**config.mk**
```make
export PLATFORM = sky130hd
export DESIGN_NAME = palette_ctrl
export DESIGN_NICKNAME = d
export VERILOG_FILES = /design/src/rtl/palette_pkg.sv /design/src/rtl/palette_arb.sv /design/src/rtl/palette_ctrl.sv
export SDC_FILE = /design/constraint.sdc
export NUM_CORES = 1
export LEC_CHECK = 0
export CELL_PAD_IN_SITES_DETAIL_PLACEMENT = 1
export CELL_PAD_IN_SITES_GLOBAL_PLACEMENT = 2
export CORE_ASPECT_RATIO = 0.8
export CORE_MARGIN = 5
export CORE_UTILIZATION = 50
export CTS_BUF_LIST = sky130_fd_sc_hd__clkbuf_8
export CTS_CLUSTER_SIZE = 20
export DETAILED_ROUTE_END_ITERATION = 8
export PLACE_DENSITY = 0.94
export SLEW_MARGIN = 10
export SYNTH_ARGS = -nofsm -noshare
export SYNTH_HDL_FRONTEND = slang
export SYNTH_HIERARCHICAL = 1
export SYNTH_SLANG_ARGS = --single-unit
```
**constraint.sdc**
```tcl
create_clock -name clk -period 4.7 [get_ports clk]
set_clock_uncertainty 0.05 [all_clocks]
set_input_delay 0.94 -clock clk [delete_from_list [all_inputs] [get_ports clk]]
set_output_delay 0.94 -clock clk [all_outputs]
set_load 0.01 [all_outputs]
```
**src/rtl/palette_pkg.sv**
```systemverilog
// Shared constants and FSM encoding for the palette controller.
// RGB_BIT comes from the `RGB_BIT macro (default 12). Optional fade feature: PALETTE_FADE_EN.
`ifndef RGB_BIT
`define RGB_BIT 12
`endif

package palette_pkg;
    localparam int PAL_RGB_BIT = `RGB_BIT;
    localparam int PAL_NPAL    = 4;
    localparam int PAL_NCOL    = 4;
    // Address split: cpu_wr_addr = {palette[1:0], colour[1:0]}
    localparam int PAL_IDX_W   = 2;
    localparam int COL_IDX_W   = 2;
    localparam int ENT_IDX_W   = PAL_IDX_W + COL_IDX_W;

    typedef enum logic [1:0] {
        ST_IDLE  = 2'd0,
        ST_ARMED = 2'd1,
        ST_COPY  = 2'd2,
        ST_DONE  = 2'd3
    } pal_state_e;
endpackage

```
**src/rtl/palette_arb.sv**
```systemverilog
// Two-requester lookup arbiter: sprite has priority, except that a bg
// requester denied in the previous cycle wins the next contested cycle.
module palette_arb
    import palette_pkg::*;
(
    input  logic                 clk,
    input  logic                 rst,
    input  logic                 bg_req_i,
    input  logic                 sp_req_i,
    input  logic [PAL_IDX_W-1:0] bg_pal_i,
    input  logic [PAL_IDX_W-1:0] sp_pal_i,
    output logic                 bg_gnt_o,
    output logic                 sp_gnt_o,
    output logic [PAL_IDX_W-1:0] gnt_pal_o
);
    logic bg_starve_q, bg_starve_d;

    // Grant decision and starve flag next-state
    always_comb begin
        bg_gnt_o    = bg_req_i & (~sp_req_i | bg_starve_q);
        sp_gnt_o    = sp_req_i & ~bg_gnt_o;
        gnt_pal_o   = sp_gnt_o ? sp_pal_i : bg_pal_i;
        bg_starve_d = bg_starve_q;
        if (bg_gnt_o) begin
            bg_starve_d = 1'b0;
        end else if (bg_req_i) begin
            bg_starve_d = 1'b1;
        end
    end

    // Starve flag register
    always_ff @(posedge clk) begin
        if (rst) begin
            bg_starve_q <= 1'b0;
        end else begin
            bg_starve_q <= bg_starve_d;
        end
    end
endmodule

```
**src/rtl/palette_ctrl.sv**
```systemverilog
// Palette table: CPU-written shadow bank, vblank-synchronised copy into the
// active bank, and an arbitrated 1-cycle lookup port for bg/sprite pipelines.
// Optional macro PALETTE_FADE_EN adds fade_lvl, a per-channel right shift applied during copy.
module palette_ctrl
    import palette_pkg::*;
#(
    parameter int RGB_BIT = PAL_RGB_BIT,
    parameter int NPAL    = PAL_NPAL
) (
    input  logic                 clk,
    input  logic                 rst,
    input  logic                 vblank,
    input  logic                 cpu_wr_en,
    input  logic [ENT_IDX_W-1:0] cpu_wr_addr,
    input  logic [RGB_BIT-1:0]   cpu_wr_data,
    input  logic                 cpu_commit,
`ifdef PALETTE_FADE_EN
    input  logic [1:0]           fade_lvl,
`endif
    output logic                 cpu_busy,
    output logic                 commit_done,
    input  logic                 bg_req,
    input  logic                 sp_req,
    input  logic [PAL_IDX_W-1:0] bg_pal,
    input  logic [PAL_IDX_W-1:0] sp_pal,
    output logic                 bg_gnt,
    output logic                 sp_gnt,
    output logic                 rd_valid,
    output logic                 rd_owner,
    output logic [RGB_BIT-1:0]   rd_color00,
    output logic [RGB_BIT-1:0]   rd_color01,
    output logic [RGB_BIT-1:0]   rd_color10,
    output logic [RGB_BIT-1:0]   rd_color11
);
    localparam int NENT = NPAL * PAL_NCOL;

    logic [RGB_BIT-1:0]   shadow_q [NENT];
    logic [RGB_BIT-1:0]   active_q [NENT];
    logic [RGB_BIT-1:0]   rd_color_q [PAL_NCOL];
    logic                 rd_valid_q, rd_owner_q;
    logic                 vblank_q, vblank_rise;
    pal_state_e           state_q, state_d;
    logic [ENT_IDX_W-1:0] idx_q, idx_d;
    logic                 rearm_q, rearm_d;
    logic [PAL_IDX_W-1:0] gnt_pal;
    logic [RGB_BIT-1:0]   copy_word;

    assign vblank_rise = vblank & ~vblank_q;

`ifdef PALETTE_FADE_EN
    localparam int CH_W = RGB_BIT / 3;
    logic [1:0] fade_q;

    function automatic logic [RGB_BIT-1:0] fade_word(input logic [RGB_BIT-1:0] w,
                                                     input logic [1:0] lvl);
        logic [RGB_BIT-1:0] r;
        r = '0;
        for (int c = 0; c < 3; c++) begin
            r[c*CH_W +: CH_W] = w[c*CH_W +: CH_W] >> lvl;
        end
        return r;
    endfunction

    // Fade level is captured once on the COPY entry edge and held for the whole copy
    always_ff @(posedge clk) begin
        if (rst) begin
            fade_q <= 2'd0;
        end else if (state_q == ST_ARMED && vblank_rise) begin
            fade_q <= fade_lvl;
        end
    end

    assign copy_word = fade_word(shadow_q[idx_q], fade_q);
`else
    assign copy_word = shadow_q[idx_q];
`endif

    palette_arb u_arb (
        .clk       (clk),
        .rst       (rst),
        .bg_req_i  (bg_req),
        .sp_req_i  (sp_req),
        .bg_pal_i  (bg_pal),
        .sp_pal_i  (sp_pal),
        .bg_gnt_o  (bg_gnt),
        .sp_gnt_o  (sp_gnt),
        .gnt_pal_o (gnt_pal)
    );

    // Copy FSM next-state: commit arms, vblank rise starts the 16-entry copy
    always_comb begin
        state_d = state_q;
        idx_d   = idx_q;
        rearm_d = rearm_q;
        case (state_q)
            ST_IDLE: begin
                if (cpu_commit) state_d = ST_ARMED;
            end
            ST_ARMED: begin
                if (vblank_rise) begin
                    state_d = ST_COPY;
                    idx_d   = '0;
                end
            end
            ST_COPY: begin
                idx_d = idx_q + 1'b1;
                if (cpu_commit) rearm_d = 1'b1;
                if (idx_q == ENT_IDX_W'(NENT - 1)) state_d = ST_DONE;
            end
            ST_DONE: begin
                state_d = rearm_q ? ST_ARMED : ST_IDLE;
                rearm_d = 1'b0;
            end
            default: state_d = ST_IDLE;
        endcase
    end

    assign cpu_busy    = (state_q == ST_COPY);
    assign commit_done = (state_q == ST_DONE);

    // FSM state, copy index, rearm flag and vblank edge register
    always_ff @(posedge clk) begin
        if (rst) begin
            state_q  <= ST_IDLE;
            idx_q    <= '0;
            rearm_q  <= 1'b0;
            vblank_q <= 1'b0;
        end else begin
            state_q  <= state_d;
            idx_q    <= idx_d;
            rearm_q  <= rearm_d;
            vblank_q <= vblank;
        end
    end

    // Shadow bank: CPU writes land here except while a copy is running
    always_ff @(posedge clk) begin
        if (rst) begin
            for (int i = 0; i < NENT; i++) shadow_q[i] <= '0;
        end else if (cpu_wr_en && state_q != ST_COPY) begin
            shadow_q[cpu_wr_addr] <= cpu_wr_data;
        end
    end

    // Active bank: one entry per cycle copied from shadow during COPY
    always_ff @(posedge clk) begin
        if (rst) begin
            for (int i = 0; i < NENT; i++) active_q[i] <= '0;
        end else if (state_q == ST_COPY) begin
            active_q[idx_q] <= copy_word;
        end
    end

    // Lookup register: the granted palette's four colours appear one cycle after grant
    always_ff @(posedge clk) begin
        if (rst) begin
            rd_valid_q <= 1'b0;
            rd_owner_q <= 1'b0;
            for (int i = 0; i < PAL_NCOL; i++) rd_color_q[i] <= '0;
        end else begin
            rd_valid_q <= bg_gnt | sp_gnt;
            if (bg_gnt | sp_gnt) begin
                rd_owner_q <= sp_gnt;
                for (int i = 0; i < PAL_NCOL; i++) begin
                    rd_color_q[i] <= active_q[{gnt_pal, COL_IDX_W'(i)}];
                end
            end
        end
    end

    assign rd_valid   = rd_valid_q;
    assign rd_owner   = rd_owner_q;
    assign rd_color00 = rd_color_q[0];
    assign rd_color01 = rd_color_q[1];
    assign rd_color10 = rd_color_q[2];
    assign rd_color11 = rd_color_q[3];
endmodule

```
-- Yosys cells after proc, flatten, opt, wreduce, memory -nomap -nowiden
Memories as Yosys holds them, arrays and structs flattened. A register that Yosys moved wholly into a read port is not among the register bits.
Cells that the tools add are included.
- reduce and logical (&&, ||, !) cells: 10
- bitwise logic cells: 12
- add/sub/neg operators: 1
- mux-type cells: 33
- equal/unequal tests: 9
- operators with widths (kind ; number):
    12-bit 2-to-1 mux ; 6
    12-bit OR reduction ; 2
    4-bit 2-to-1 mux ; 5
    1-bit 2-to-1 mux ; 15
    2-bit 2-to-1 mux ; 4
    2-bit != test (second input constant) ; 4
    2-bit case mux with 4 select lines ; 1
    4-bit case mux with 2 select lines ; 1
    1-bit bitwise OR ; 6
    4-bit by 1-bit adder with 4-bit output (second input constant) ; 1
    2-bit == test (second input constant) ; 2
    4-bit == test (second input constant) ; 1
    2-bit AND reduction ; 2
    2-bit nonzero test ; 2
    1-bit bitwise AND ; 3
    1-bit NOT ; 3
    3-bit AND reduction ; 1
    2-bit by 1-bit == test with 1-bit output (second input constant) ; 1
    2-bit logical NOT ; 1
    2-bit by 1-bit != test with 1-bit output (second input constant) ; 1
    1-bit case mux with 2 select lines ; 1
    2-bit OR reduction ; 1
    1-bit logical AND ; 1
- register bits: 11
- output and inout bits: 54
- memories kept: 3
- memory bits (writable): 432
- input port bits: 27
- logic and storage cells: 75
- memory list (name ; depth ; bits a word ; read ports ; clocked after memory_dff ; write ports ; line ; RTL):
    active_q ; 16 ; 12 ; 4 ; 0 ; 16 ; palette_ctrl.sv:38 ; logic [RGB_BIT-1:0] active_q [NENT];
    shadow_q ; 16 ; 12 ; 1 ; 1 ; 16 ; palette_ctrl.sv:37 ; logic [RGB_BIT-1:0] shadow_q [NENT];
    rd_color_q ; 4 ; 12 ; 4 ; 0 ; 4 ; palette_ctrl.sv:39 ; logic [RGB_BIT-1:0] rd_color_q [PAL_NCOL];

-- Logic depth before layout (Yosys ltp)
Gate-level depths: netlist of the first run.
- depth after elaboration: 10
- gate-level depth with buffers: 8
- mapped depth without buffers: 6

-- Modules after synthesis
The synthesis of the first run kept the hierarchy.
- modules (own cells, without submodules) (module ; sequential area each (um2) ; cells an instance ; area each (um2) ; times used):
    palette_ctrl ; 13252.7 ; 1280 ; 20223.1 ; 1
    palette_arb ; 20.0 ; 9 ; 98.8 ; 1

-- Worst setup path after synthesis of the first run
OpenSTA, ideal clock, no wires.
- kind: input to register
- start: input port sp_req
- end: memory rd_color_q[1][2] (netlist bit), data pin
- path slack: 1.754 ns
- buffers on the path: 2
- data required time: 4.384 ns
- cell stages on the path: 6
- arrival: 2.630 ns
- cell sequence: a21boi_4 mux2_4 buf_2 buf_2 mux4_2 nor2b_1
- RTL lines (what ; line ; RTL):
    start, declared ; palette_ctrl.sv:23 ; input logic sp_req,
    end, declared ; palette_ctrl.sv:39 ;

-- Final worst setup path of the first run
- start: input port bg_req
- end: output port bg_gnt
- cells in the longest elaborated chain, start to end: 1
- ends and longest elaborated chain (what ; line ; RTL):
    start, declared ; palette_ctrl.sv:22 ; input logic bg_req,
    1-bit bitwise AND ; palette_arb.sv:20 ; bg_gnt_o = bg_req_i & (~sp_req_i | bg_starve_q);
    end, declared ; palette_ctrl.sv:26 ; output logic bg_gnt,
No other way between the ends.

==> results.yml, run 1 <==
sta:
  hold_viol: 0
  fmax_mhz: 283.8
  layout_min_cycle_time_ns: 3.523
  rsz0062_at_grt: "no"
  fin_crit_sh_pct: 74.97
  worst_pin_slew_ns: 1.069
  max-slew-margin-rel_pct: 28.71
  setup_viol: 0
  setup_tns_ns: 0
  holdWs_ns: 0.4296
  slew_violations: 0
synthesis:
  synth_top_area_share_pct: 63.83
  synth_simple_gate_area_share_pct: 10.02
  ys_seq_area_share_pct: 65.31
  synth_adder_area_share_pct: 0.6157
  synth_compound_area_share_pct: 7.197
  synth_edf_count: 432
  syn_nets: 1326
  synth_most_common_cell: "edfxtp_1"
  syn_inst: 1289
  avgSynthCellArea_um2: 15.77
  muxShareOfSynthArea_pct: 13.55
  synth-main-ff-cell: "edfxtp_1"
  ys_ff_latch: 447
  synth_commonest_cells: "edfxtp_1, and2_1, o22ai_1"
  synth_cell_types: 39
  yosys_warnings: 6
  syn_area_um2: 20320
  yosys-top-cells-area: "edfxtp_1, mux4_2, and2_1"
  async_flop_share_pct: 0
  synth-xor-area-share_pct: 0
  synth_top_cell_by_area: "edfxtp_1"
  synth_top_family_by_area: "multiplexers"
clocking:
  post_cts_buffers: 0
  cts_inserted_buffers: 71
  ctsLongestPathBuffers: 3
  clk_pin_slew_worst_paths_ns: 0.06
  insertion_delay_ns: 0.62
  cts_hold_buffers: 0
  cts.repair.resized: 0
  cts_tree: "done"
  h-tree-depth: 3
  cts_root_buffer: "clkbuf_8"
  cts_sinks: 447
worst_setup_path:
  path_cells: "clkdlybuf4s50_1 > a21boi_1 > clkdlybuf4s50_1"
  endpoint_kind: "primary output"
  critical_path.most_common_cell: "clkdlybuf4s50_1"
  cp-startpoint: "bg_req"
  slowest_stage: "clkdlybuf4s50_1"
  slowest_delay_ns: 0.63
  cp_max_fo: 4
  cp-start-kind: "primary input"
  crit_arrival_ns: 2.53
  path_class: "primary input to primary output"
  required_ns: 3.71
detailed_routing:
  vias: 12050
  ant_nets: 0
  avgViaCountPerCell: 6.234
  routed_wl_um: 54080
  remaining_drc_errors: 0
  drtIter0Drc: 1253
  dr.pass1.iters: 6
  wire_per_inst_um: 27.98
floorplanning:
  coreArea_um2: 40380
  rows: 66
  dieArea_um2: 44800
  die-height_um: 190.3
  io_pins: 81
  initial_core_util_pct: 50.33
  dieWidth_um: 235.4
placement:
  portBuffers: 80
  dp_hpwl_um: 33440
  gp_congestion: 0.7874
run_status:
  status: "finished clean"
grt:
  grt_pass1_wl_um: 80320
  grt_max_degree: 49
  track_usage_pct: 23.81
  grt-ovfl-total: 0
  antenna_found_initial: 1
  grt_pass1_vias: 12900
power:
  power.leakage_nw: 7.747
  ir_drop_uv: 267.0
  powerDensity_nw_per_um2: 401.3
hold_path:
  min_path_type: "flop to flop"
  holdCritStartpoint: "rearm_q"
final_layout:
  drive_gt1_share_pct: 19.15
  diodes: 0
  area_growth_pct: 11.24
  num-nets-final: 1377
flow_run:
  max_cap_viol_count: 0
-- worst max-delay path, delay by kind of cell --
kind,cells,cell delay (ns)
buffers and inverters,2,1.20
AOI/OAI and AO/OA,1,0.40
-- registers in the layout (all words and copies together), names as in the netlist, named ones only --
register           cells
vblank_q               1
shadow_q             192
rd_color_q            48
state_q                2
rd_valid               1
active_q             192
idx_q                  4
rearm_q                1
u_arb/bg_starve_q      1
rd_owner               1
-- logic make-up after synthesis --
kind of cell	Yosys count
buf+inv	135
flops	447
fa+ha+maj	10
compound gates	225
mux	124
simple gates	348
-- per-stage QoR --
step                      area (µm²)  cells  setup slack [ns]  total power, W  util [%]
after floorplan                20320   1289             1.754        0.005686         -
after global placement         21370   1811             1.226        0.006087     52.93
after detailed placement       21370   1811             1.144        0.006167     52.93
after CTS                      22610   1933             1.145        0.009119     55.98
after global routing           22610   1933             1.045        0.009401     55.98
final                          22610   1933             1.177        0.009070     55.98
-- final cells by class --
class,instances,area (µm²)
clock buffer,76,1046
clock inverter,46,187.7
fill,3768,17780
inverter,9,33.78
multi-input combinational,707,6390
sequential,447,13280
tap,544,680.7
timing repair buffer,104,988.4
-- cells in the final DEF, fill, tap and decap left out, drive strengths merged, types with 25 or more instances in the layout --
cell           count
nor2b             53
clkdlybuf4s50     79
o22ai            192
inv               46
nand2             35
buf               25
clkbuf            76
and2             199
edfxtp           432
mux2i             25
mux4              96
-- where the power goes --
group          switching [W]  total (W)  internal [W]
Clock                0.00151    0.00299       0.00148
Combinational       0.000800    0.00134      0.000535
Sequential          0.000164    0.00475       0.00459
-- final timing paths --
path	end	slack, ns	cells after the start
hold reg to reg	rearm_q	0.43	2
setup reg to reg	active_q[2][6]	1.60	3
setup / recovery	bg_gnt	1.18	3
hold / removal	rearm_q	0.43	2
-- routing by layer --
metal	GRT usage (%)	up-vias	wire, µm
met4	7.969	0	1705
met3	4.960	111	3891
met5	0	-	0
li1	-	5132	-
met1	30.42	6251	21210
met2	41.19	557	27270
No activity file was read; power rests on OpenSTA's default activity.
==> inputs of run 2 (changes only) <==
--- a/config.mk
+++ b/config.mk
@@ -9,11 +9,11 @@
 export CELL_PAD_IN_SITES_GLOBAL_PLACEMENT = 2
 export CORE_ASPECT_RATIO = 0.8
 export CORE_MARGIN = 5
-export CORE_UTILIZATION = 50
+export CORE_UTILIZATION = 43
 export CTS_BUF_LIST = sky130_fd_sc_hd__clkbuf_8
 export CTS_CLUSTER_SIZE = 20
 export DETAILED_ROUTE_END_ITERATION = 8
-export PLACE_DENSITY = 0.94
+export PLACE_DENSITY = 0.87
 export SLEW_MARGIN = 10
 export SYNTH_ARGS = -nofsm -noshare
 export SYNTH_HDL_FRONTEND = slang
==> constraint.sdc (replaced) <==
create_clock -name clk -period 3.15 [get_ports clk]
set_clock_uncertainty 0.05 [all_clocks]
set_input_delay 0.63 -clock clk [delete_from_list [all_inputs] [get_ports clk]]
set_output_delay 0.63 -clock clk [all_outputs]
set_load 0.01 [all_outputs]
==> run 2 against run 1 <==
Against the previous run:
- global-route usage is 3.2 points lower
- count of clock-buffer cells in the layout is 1 lower
- worst setup slack worse by 0.95 ns
- die area is 15% higher
- via count hardly changed
- first-iteration DRC count is 7.9% lower
- flip-flop and latch count stayed put
- non-clock buffer count is 32 higher
- critical path depth is 3 higher
==> results.yml, run 2 (synthesis results as in run 1) <==
run_status:
  status: "finished clean"
clocking:
  cts_tree: "done"
  clk_pin_slew_worst_paths_ns: 0.06
  cts_hold_buffers: 0
  post_cts_buffers: 0
  insertion_delay_ns: 0.64
  cts_sinks: 447
  cts.repair.resized: 0
  cts_root_buffer: "clkbuf_8"
  cts_inserted_buffers: 72
  h-tree-depth: 3
  ctsLongestPathBuffers: 3
detailed_routing:
  drt-met1-wl_um: 21910
  ant_nets: 0
  avgViaCountPerCell: 5.902
  routed-wl-met2_um: 26350
  remaining_drc_errors: 0
  routed.top_layer: "met4"
  drtIter0Drc: 1154
  routed_wl_um: 53500
  vias: 12060
  wire_per_inst_um: 26.19
  route.met3.wl_um: 3580
  dr.pass1.iters: 7
final_layout:
  num-nets-final: 1410
  top_regs: "active_q x192, shadow_q x192, rd_color_q x48"
  utilization_pct: 49.19
  diodes: 0
  area_growth_pct: 13.53
  layout_commonest_cell: "edfxtp_1"
  final_cell_mix: "edfxtp_1, and2_1, o22ai_1"
  drive_gt1_share_pct: 21.22
  stdcell_area_um2: 23070
hold_path:
  min_path_type: "flop to flop"
grt:
  grt_pass1_wl_um: 80740
  grt-ovfl-total: 0
  antenna_found_initial: 0
  grt_pass1_vias: 12770
  grt_max_degree: 50
  track_usage_pct: 20.64
sta:
  rsz0062_at_grt: "no"
  worst_pin_slew_ns: 1.118
  hold_viol: 0
  slew_violations: 0
  layout_min_cycle_time_ns: 2.923
  fmax_mhz: 342.2
  fin_crit_sh_pct: 92.78
  setup_tns_ns: 0
  setup_viol: 0
  max-slew-margin-rel_pct: 24.92
  setup_ws_ns: 0.2273
flow_run:
  max_cap_viol_count: 0
floorplanning:
  coreArea_um2: 46910
  initial_core_util_pct: 43.33
  rows: 71
  dieWidth_um: 253.1
  io_pins: 81
  die-height_um: 204.4
  dieArea_um2: 51740
power:
  powerDensity_nw_per_um2: 603.8
  ir_drop_uv: 318.4
  power.leakage_nw: 7.924
placement:
  placed_area_um2: 21780
  dpl_worst_slack_ns: -0.08180
  portBuffers: 80
  dp_hpwl_um: 33780
  gp_congestion: 0.7707
worst_setup_path:
  required_ns: 3.40
  cp_max_fo: 13
  crit_arrival_ns: 3.17
  path_class: "flop to flop"
  endpoint_kind: "flop"
  cp-start-kind: "flop"
[run 2: cell types whose count changed in the layout (fill, tap and decap cells not counted)]
cell        delta
clkbuf_8       -1
clkinv_2       +2
clkinv_1       +3
inv_1          -5
bufinv_16      +2
buf_4         +26
clkinvlp_4     +1
buf_12         +6
[run 2: stage by stage]
stage	hold slack (ns)	total power (W)	cells
floorplan	0.3827	0.008484	1289
global placement	0.3967	0.009261	1919
detailed placement	0.4166	0.009360	1919
CTS	0.4254	0.01403	2043
global route	0.4502	0.01443	2043
finish	0.4271	0.01393	2043
[run 2: final timing paths]
path	cells after the start	slack (ns)	startpoint	to
worst min register to register	2	0.43	rearm_q	rearm_q
worst max register to register	6	0.23	state_q[0]	shadow_q[1][1]
worst max-delay path	6	0.23	state_q[0]	shadow_q[1][1]
worst min-delay path	2	0.43	rearm_q	rearm_q
[run 2: power by group]
part	switching, W	leakage (nW)	internal (W)
sequential	0.000168	4.63	0.00684
clock	0.00233	0.766	0.00236
combinational	0.00132	2.53	0.000914
total	0.00381	7.92	0.0101
[run 2: cell type report]
class / instances / area (µm²)
inverters: 9 / 33.78
fillers: 4527 / 23830
flip-flops and latches: 447 / 13280
clock inverters: 49 / 257.7
multi-input cells: 707 / 6390
clock buffers: 75 / 1032
repair buffers: 136 / 1304
well taps: 620 / 775.7
[run 2: critical path, cell delays in order, from the launching register on]
cell and delay (ns):
dfxtp_1 0.35, inv_1 0.11, ha_1 0.40, nor2_1 0.26, nand2_1 0.10, nor3_1 0.86
or2_2 0.45
[run 2: metal layers]
layer | vias to the layer above | track usage, %
met3 | 116 | 3.677
met2 | 549 | 34.29
met1 | 6189 | 27.67
met4 | 0 | 7.113
li1 | 5204 | -
met5 | - | 0
==> inputs of run 3 (changes only) <==
--- a/config.mk
+++ b/config.mk
@@ -5,15 +5,17 @@
 export SDC_FILE = /design/constraint.sdc
 export NUM_CORES = 1
 export LEC_CHECK = 0
+export ABC_AREA = 1
 export CELL_PAD_IN_SITES_DETAIL_PLACEMENT = 1
 export CELL_PAD_IN_SITES_GLOBAL_PLACEMENT = 2
 export CORE_ASPECT_RATIO = 0.8
 export CORE_MARGIN = 5
-export CORE_UTILIZATION = 43
+export CORE_UTILIZATION = 38
 export CTS_BUF_LIST = sky130_fd_sc_hd__clkbuf_8
 export CTS_CLUSTER_SIZE = 20
 export DETAILED_ROUTE_END_ITERATION = 8
-export PLACE_DENSITY = 0.87
+export PLACE_DENSITY = 0.86
+export RECOVER_POWER = 100
 export SLEW_MARGIN = 10
 export SYNTH_ARGS = -nofsm -noshare
 export SYNTH_HDL_FRONTEND = slang
==> run 3 against run 2 <==
Against the previous run:
- the flow now finishes with violations (max-capacitance violations, max-slew violations)
- final cell count rose by 40%
- via count grew 25%
- hold slack better by 0.017 ns
==> results.yml, run 3 <==
sta:
  fmax_mhz: 343.4
  worst_pin_slew_ns: 1.511
  max-slew-margin-rel_pct: -0.7163
  setup_tns_ns: 0
  slew_violations: 49
  rsz0062_at_grt: "no"
  setup_viol: 0
  layout_min_cycle_time_ns: 2.912
  fin_crit_sh_pct: 92.46
  hold_viol: 0
  setup_ws_ns: 0.2376
final_layout:
  stdcell_area_um2: 23010
  num-nets-final: 2132
  drive_gt1_share_pct: 8.357
  final-instance-count-excl-fill: 2856
  layout_commonest_cell: "edfxtp_1"
  final_cell_mix: "edfxtp_1, nor2_1, nand2_1"
  area_growth_pct: 10.82
  top_regs: "active_q x192, shadow_q x192, rd_color_q x48"
  diodes: 0
  multi_input_area_um2: 5717
  regArea_um2: 13270
  fill_cells: 6072
run_status:
  status: "finished with violations"
  violations: "max-capacitance violations, max-slew violations"
power:
  ir_drop_uv: 340.0
  power_w: 0.01428
  power.leakage_nw: 9.109
  powerDensity_nw_per_um2: 620.7
placement:
  portBuffers: 80
  dp_hpwl_um: 38030
  dpl_worst_slack_ns: 0.1316
  gp_congestion: 0.7855
  placed_area_um2: 22270
  dp.cells: 2718
floorplanning:
  initial_core_util_pct: 38.51
  dieWidth_um: 271.3
  coreArea_um2: 53920
  rows: 76
  io_pins: 81
  dieArea_um2: 59440
  die-height_um: 219.1
grt:
  grt-ovfl-total: 0
  track_usage_pct: 20.65
  grt_max_degree: 51
  antenna_found_initial: 3
  grt_pass1_vias: 15890
  grt_pass1_wl_um: 94140
clocking:
  post_cts_buffers: 0
  clk_pin_slew_worst_paths_ns: 0.05
  cts_sinks: 447
  ctsLongestPathBuffers: 3
  cts_root_buffer: "clkbuf_8"
  cts_tree: "done"
  insertion_delay_ns: 0.67
  cts_hold_buffers: 0
  h-tree-depth: 3
  cts.repair.resized: 0
  cts_inserted_buffers: 77
detailed_routing:
  drtIter0Drc: 1450
  remaining_drc_errors: 0
  routed.top_layer: "met4"
  routed-wl-met2_um: 28770
  route.met3.wl_um: 4623
  ant_nets: 0
  vias: 15070
  wire_per_inst_um: 21.69
  avgViaCountPerCell: 5.275
  drt-met1-wl_um: 27050
  dr.pass1.iters: 5
  routed_wl_um: 61960
synthesis:
  syn_inst: 2006
  syn_nets: 2043
  async_flop_share_pct: 0
  synth_top_area_share_pct: 62.48
  synth_commonest_cells: "edfxtp_1, nor2_1, nand2_1"
  avgSynthCellArea_um2: 10.35
  ys_ff_latch: 447
  synth-main-ff-cell: "edfxtp_1"
  syn_area_um2: 20760
  ys_seq_area_share_pct: 63.93
  yosys_warnings: 6
  yosys-top-cells-area: "edfxtp_1, nor2_1, nand2_1"
  synth_top_cell_by_area: "edfxtp_1"
  synth_edf_count: 432
  synth_most_common_cell: "edfxtp_1"
  synth_cell_types: 27
worst_setup_path:
  path_class: "primary input to flop"
  cp-start-kind: "primary input"
  cp_max_fo: 36
  crit_arrival_ns: 3.14
  required_ns: 3.37
  endpoint_kind: "flop"
flow_run:
  max_cap_viol_count: 1
hold_path:
  min_path_type: "flop to flop"
-- run 3: layer usage --
| metal | global-route usage, % | up-vias |
|---|---|---|
| li1 | - | 6926 |
| met4 | 6.283 | 0 |
| met5 | 0 | - |
| met2 | 34.02 | 502 |
| met1 | 27.60 | 7525 |
| met3 | 4.580 | 112 |
-- run 3: power by group --
group	internal (W)	switching (W)
clock network	0.00229	0.00248
registers	0.00685	0.000157
logic	0.000624	0.00187
total	0.00977	0.00451
-- run 3: area by class of cell --
cell class / count / share of cell area, %
Inverter: 140 / 2.284
Clock inverter: 61 / 1.207
Clock buffer: 77 / 4.606
Multi-Input combinational cell: 1272 / 24.85
Timing Repair Buffer: 157 / 5.547
Tap cell: 702 / 3.818
Sequential cell: 447 / 57.69
-- run 3: path summary, 6_finish.rpt --
kind | slack (ns) | from | endpoint | depth (start not counted)
setup / recovery | 0.24 | rst | active_q[7][11] | 5
hold / removal | 0.44 | rd_owner | rd_owner | 2
setup reg to reg | 0.34 | state_q[0] | shadow_q[12][6] | 9
hold reg to reg | 0.44 | rd_owner | rd_owner | 2
-- run 3: cells by family (layout without fill, tap and decap cells) --
group,count (synthesis),count (layout),share of synthesized area (%)
AO/OA/AOI/OAI,355,355,10.83
adder cells (fa/ha/maj),10,10,0.6027
flip-flops,447,447,63.93
buffers and inverters,287,435,6.521
AND/OR/NAND/NOR,907,907,18.12
-- run 3: critical path: stages --
cell and delay, ns:
dlygate4sd3_1 0.74, inv_1 0.16, clkbuf_2 0.57, nand2_1 0.49, clkbuf_1 0.54
-- run 3: per-stage QoR --
| step | utilization (%) | hold slack, ns |
|---|---|---|
| after CTS | 43.78 | 0.4604 |
| after global routing | 42.67 | 0.4796 |
| after global placement | 41.30 | 0.4346 |
| final | 42.67 | 0.4442 |
| after detailed placement | 41.30 | 0.4507 |
| after floorplan | - | 0.4375 |
